===== src/rtl/b01_sched_pkg.sv =====
// Shared types for the b01 stream scheduler: scheduler FSM states and
// the b01 comparator state encodings used by reference models.
package b01_sched_pkg;

   typedef enum logic [2:0] {
      IDLE,
      CLR,
      SHIFT,
      DRAIN,
      RESP
   } sched_state_t;

   typedef enum logic [2:0] {
      B01_A   = 3'b000,
      B01_B   = 3'b001,
      B01_C   = 3'b010,
      B01_E   = 3'b011,
      B01_F   = 3'b100,
      B01_G   = 3'b101,
      B01_WF0 = 3'b110,
      B01_WF1 = 3'b111
   } b01_state_t;

endpackage


===== src/rtl/b01_rr_arb2.sv =====
// Two-way round-robin arbiter: a lone requester wins outright, a tie
// goes to the requester that did not win last time.
module b01_rr_arb2 (
   input  logic [1:0] req_valid,
   input  logic       last_grant,
   output logic [1:0] grant
);

   always_comb begin
      grant = req_valid;
      if (&req_valid)
         grant = last_grant ? 2'b01 : 2'b10;
   end

endmodule


===== src/rtl/b01_stream_sched.sv =====
// Shares one b01 serial comparator between two requesters: serialises
// A/B LSB first, deserialises outp and counts overflw pulses per job.
module b01_stream_sched
   import b01_sched_pkg::*;
#(
   parameter int DATA_W = 8,
   parameter int CNT_W  = 4
) (
   input  logic              clock,
   input  logic              reset_n,
   input  logic [1:0]        req_valid,
   output logic [1:0]        req_ready,
   input  logic [DATA_W-1:0] req0_a,
   input  logic [DATA_W-1:0] req0_b,
   input  logic [DATA_W-1:0] req1_a,
   input  logic [DATA_W-1:0] req1_b,
   output logic              rsp_valid,
   input  logic              rsp_ready,
   output logic              rsp_id,
   output logic [DATA_W-1:0] rsp_outp,
   output logic [CNT_W-1:0]  rsp_ovf_cnt,
   output logic              busy,
   output logic              cmp_reset,
   output logic              cmp_line1,
   output logic              cmp_line2,
   input  logic              cmp_outp,
   input  logic              cmp_overflw
);

   localparam int K_W = $clog2(DATA_W);
   localparam logic [K_W-1:0] K_LAST = K_W'(DATA_W - 1);
   localparam logic [CNT_W-1:0] CNT_MAX = {CNT_W{1'b1}};

   sched_state_t      state;
   logic [K_W-1:0]    k;
   logic [DATA_W-1:0] a_q;
   logic [DATA_W-1:0] b_q;
   logic              last_grant;
   logic [1:0]        grant;
   logic              grant_id;

   b01_rr_arb2 u_arb (
      .req_valid (req_valid),
      .last_grant(last_grant),
      .grant     (grant)
   );

   assign grant_id  = grant[1];
   assign req_ready = (state == IDLE) ? grant : 2'b00;
   assign rsp_valid = (state == RESP);
   assign busy      = (state != IDLE);
   assign cmp_reset = ~reset_n | (state == CLR);
   assign cmp_line1 = (state == SHIFT) & a_q[0];
   assign cmp_line2 = (state == SHIFT) & b_q[0];

   function automatic logic [CNT_W-1:0] sat_add(
      input logic [CNT_W-1:0] c,
      input logic             inc
   );
      if (c == CNT_MAX)
         return c;
      return c + CNT_W'(inc);
   endfunction

   always_ff @(posedge clock or negedge reset_n) begin
      if (!reset_n) begin
         state       <= IDLE;
         k           <= '0;
         a_q         <= '0;
         b_q         <= '0;
         last_grant  <= 1'b1;
         rsp_id      <= 1'b0;
         rsp_outp    <= '0;
         rsp_ovf_cnt <= '0;
      end else begin
         unique case (state)
            IDLE: begin
               if (grant != 2'b00) begin
                  a_q         <= grant_id ? req1_a : req0_a;
                  b_q         <= grant_id ? req1_b : req0_b;
                  rsp_id      <= grant_id;
                  last_grant  <= grant_id;
                  rsp_outp    <= '0;
                  rsp_ovf_cnt <= '0;
                  state       <= CLR;
               end
            end
            CLR: begin
               k     <= '0;
               state <= SHIFT;
            end
            SHIFT: begin
               a_q <= a_q >> 1;
               b_q <= b_q >> 1;
               k   <= k + K_W'(1);
               // k==0 sees the comparator's cleared state, not a result
               if (k != '0) begin
                  rsp_outp    <= {cmp_outp, rsp_outp[DATA_W-1:1]};
                  rsp_ovf_cnt <= sat_add(rsp_ovf_cnt, cmp_overflw);
               end
               if (k == K_LAST)
                  state <= DRAIN;
            end
            DRAIN: begin
               rsp_outp    <= {cmp_outp, rsp_outp[DATA_W-1:1]};
               rsp_ovf_cnt <= sat_add(rsp_ovf_cnt, cmp_overflw);
               state       <= RESP;
            end
            RESP: begin
               if (rsp_ready)
                  state <= IDLE;
            end
            default: state <= IDLE;
         endcase
      end
   end

endmodule


===== config.mk =====
export PLATFORM = sky130hd
export DESIGN_NAME = b01_stream_sched
export DESIGN_NICKNAME = d
export VERILOG_FILES = /design/src/rtl/b01_sched_pkg.sv /design/src/rtl/b01_rr_arb2.sv /design/src/rtl/b01_stream_sched.sv
export SDC_FILE = /design/constraint.sdc
export NUM_CORES = 1
export LEC_CHECK = 0
export ABC_AREA = 0
export CORE_MARGIN = 2
export CORE_UTILIZATION = 35
export DETAILED_ROUTE_END_ITERATION = 8
export GPL_TIMING_DRIVEN = 0
export PLACE_DENSITY = 0.77
export SLEW_MARGIN = 20
export SYNTH_ARGS = -nofsm -noshare
export SYNTH_HDL_FRONTEND = slang
export SYNTH_SLANG_ARGS = --single-unit

===== constraint.sdc =====
create_clock -name clock -period 1.7 [get_ports clock]
set_clock_uncertainty 0.05 [all_clocks]
set_input_delay 0.34 -clock clock [delete_from_list [all_inputs] [get_ports clock]]
set_output_delay 0.34 -clock clock [all_outputs]
set_load 0.05 [all_outputs]

==> run_results.csv <==
group,metric,value,unit
status,status,"finished, violations left",
status,violations,"negative setup slack",
global_routing,grt_antenna_before_repair,0,
cells_and_area,filler_cell_count,443,
clock_network,clk_latency,0.29,ns
yosys,synth_top_area_share,48.3,%
route,wire_per_inst,13.8,um
yosys,synth_cell_types,36,
yosys,yosysMostFrequentCell,"dfrtp_1",
yosys,synth-simple-area-share,15.6,%
yosys,synth_area,1810,um2
yosys,synthAdderAreaFrac,3.45,%
sta,min_period,1.85,ns
flow_run,drv_cap,0,
placement,place_congestion,0.769,
yosys,yosysWarnings,0,
route,antenna_left,0,
global_routing,grt_pass1_wl,7870,um
yosys,synth_seq_cells,36,
clock_network,clk_pin_slew_worst_paths,0.07,ns
yosys,synth_common_cells,"dfrtp_1, nand2_1, o21ai_0, a22o_1, a31oi_1",
worst_hold_path,hold_class,"in2async",
route,drcViolationCount,0,
yosys,synth-edff-count,0,
pwr,powerDensity,1830,nW/um2
worst_setup_path,critical_path_arrival,1.46,ns
placement,port_buffers,58,
route,via_per_inst,4.99,
sta,rsz0062_at_grt,"true",
sta,holdWs,0.0262,ns
yosys,synth_top_family_by_area,"compound AO/OA/AOI/OAI gates",
sta,fmax,540,MHz
clock_network,clockBufferDepth,2,
cells_and_area,num_antenna_cells,0,
worst_setup_path,cp_slowest_cell,"dfrtp_1",
worst_setup_path,critPathLaunchType,"register",
clock_network,htree_num_levels,2,
route,initialDrtViolationCount,60,
floorplan,die_h,76.0,um
yosys,async_flop_share,100,%
pwr,p_total,5.26,mW
route,vias,1695,
worst_setup_path,crit_buf_inv,2,
clock_network,cts_made_buffers,5,
global_routing,grt_pass1_vias,1729,
yosys,synth_flop_cell,"dfrtp_1",
floorplan,start_util,36.0,%
sta,setup_violations,17,
placement,hpwl,3270,um
global_routing,overflow,0,
cells_and_area,fin_nets,314,
sta,finalCritPeriodShare,109,%
floorplan,ios,59,
floorplan,rows,26,
worst_setup_path,crit_fanout,4,
sta,worst_pin_slew,0.599,ns
cells_and_area,drive_gt1_share,25.2,%
clock_network,root_buffer,"clkbuf_8",
yosys,syn_nets,228,
global_routing,grt_use_total,16.7,%
yosys,syn_avg_cell_area,9.86,um2
yosys,yosys-top-cells-area,"dfrtp_1, nand2_1, a22o_1, o21ai_0, ha_1",
yosys,yosys.area_share.xor_xnor,1.45,%
worst_setup_path,path_cells,"buf_6, nor3_4, nand2_2, a21oi_4, buf_8",
yosys,ys_seq_area_share,49.7,%
sta,relSlewSlack,60.0,%
route,first_pass_iters,4,
worst_setup_path,crit_type,"reg2out",
floorplan,die_w,76.0,um
sta,slew_viol_final,0,
floorplan,fp.coreArea,5040,um2
worst_setup_path,required,1.31,ns
cells_and_area,area.growth.synth_to_final,59.0,%
clock_network,cts.sinks,36,
route,wl,4680,um
worst_setup_path,cp_top_family,"flip-flops",
worst_setup_path,cpPeakStageDelay,0.37,ns
sta,hold_viol_final,0,
pwr,leakage,1.32,nW
yosys,synthMuxAreaShare,1.24,%
sta,setup_slack,-0.153,ns
pwr,ir_drop,1020,uV
worst_setup_path,end_kind,"primary output",
global_routing,grt_max_degree,24,
yosys,syn_inst,184,
floorplan,die_area,5780,um2
clock_network,cts_tree,"done",
yosys,yosysTopAreaCell,"dfrtp_1",
yosys,synth_compound_area_share,24.1,%
[sequential cells by signal (all words and copies together), names as in the netlist]
name         count
a_q              8
b_q              8
rsp_outp         8
rsp_ovf_cnt      4
k                3
state            3
last_grant       1
rsp_id           1
[worst register-to-register path, stage by stage (launching register included)]
cell and delay, ns:
dfrtp_1 0.44, buf_4 0.17, or2_4 0.28, o32a_4 0.44
buf_6 0.14, a22o_1 0.18
[cell families (layout without fill, tap and decap cells)]
family / Yosys count / after routing
compound gates: 64 / 64
simple gates: 59 / 60
flops: 36 / 36
buf+inv: 15 / 100
fa+ha+maj: 5 / 5
xor+xnor: 3 / 3
mux: 2 / 2
[timing repair]
action | in CTS | in global routing
hold buffers | 1 | 0
pin swaps | 5 | 7
resized for setup | 86 | 11
gates cloned | 1 | 1
setup buffers | 14 | 5
endpoints found under the setup margin | 37 | 32
hold endpoints to repair | 12 | 0
[cell usage in the layout, fill, tap and decap left out, types with 3 or more instances in the layout]
cell type,instances
a211oi_1,6
a21oi_1,4
a22o_1,12
a31oi_1,9
buf_2,3
buf_4,21
buf_6,7
buf_8,3
clkbuf_8,7
clkdlybuf4s50_1,35
dfrtp_1,34
dlygate4sd2_1,15
ha_1,5
inv_1,6
nand2_1,28
nor2_1,3
nor2_4,5
nor2b_1,6
o21ai_0,14
o21ai_1,4
o22ai_1,8
[routing by layer]
metal	global-route usage [%]	part of all wire [%]	wire length, um
met4	4.91	0.94	44
met3	4.15	5.2	243
met1	20.0	43	2030
met2	29.9	51	2370
met5	0	0	0
[worst paths after layout]
kind,endpoint,slack (ns),start,cells past startpoint
min reg2reg,rsp_id$_DFFE_PN0P_,0.44,rsp_id$_DFFE_PN0P_,1
min,rsp_ovf_cnt[3]$_DFFE_PN0P_,0.03,reset_n,2
max reg2reg,rsp_outp[6]$_DFFE_PN0P_,-0.11,state[0]$_DFFE_PN0P_,5
min in group clock,rsp_id$_DFFE_PN0P_,0.44,rsp_id$_DFFE_PN0P_,1
max in group asynchronous,state[2]$_DFFE_PN0P_,0.51,reset_n,2
max,req_ready[0],-0.15,state[1]$_DFFE_PN0P_,5
[where the power goes]
group,switching [mW],internal (mW)
sequential,0.246,1.21
combinational,1.73,1.42
clock,0.293,0.361
total,2.27,2.99
[final cells by class]
| cell class | instances | area (um2) | share of cell area (%) |
|---|---|---|---|
| plain buffers | 6 | 47.5 | 1.65 |
| well taps | 70 | 87.6 | 3.04 |
| flip-flops and latches | 36 | 903 | 31.3 |
| multi-input cells | 134 | 955 | 33.1 |
| clock buffers | 7 | 96.3 | 3.34 |
| repair buffers | 80 | 768 | 26.6 |
| inverters | 7 | 26.3 | 0.911 |
[through the flow]
step | instances | instance area, um2 | TNS [ns] | setup WS (ns) | util, %
3_5_place_dp | 313 | 2540 | -16.16 | -0.922 | 50.3
5_1_grt | 340 | 2880 | -2.67 | -0.218 | 57.2
2_1_floorplan | 184 | 1850 | -0.167 | -0.123 | -
3_3_place_gp | 312 | 2510 | -37.40 | -1.56 | 49.9
4_1_cts | 335 | 2810 | -0.795 | -0.156 | 55.8
6_report | 340 | 2880 | -1.14 | -0.153 | 57.2
Note: power is estimated with default switching activity, not from simulation.
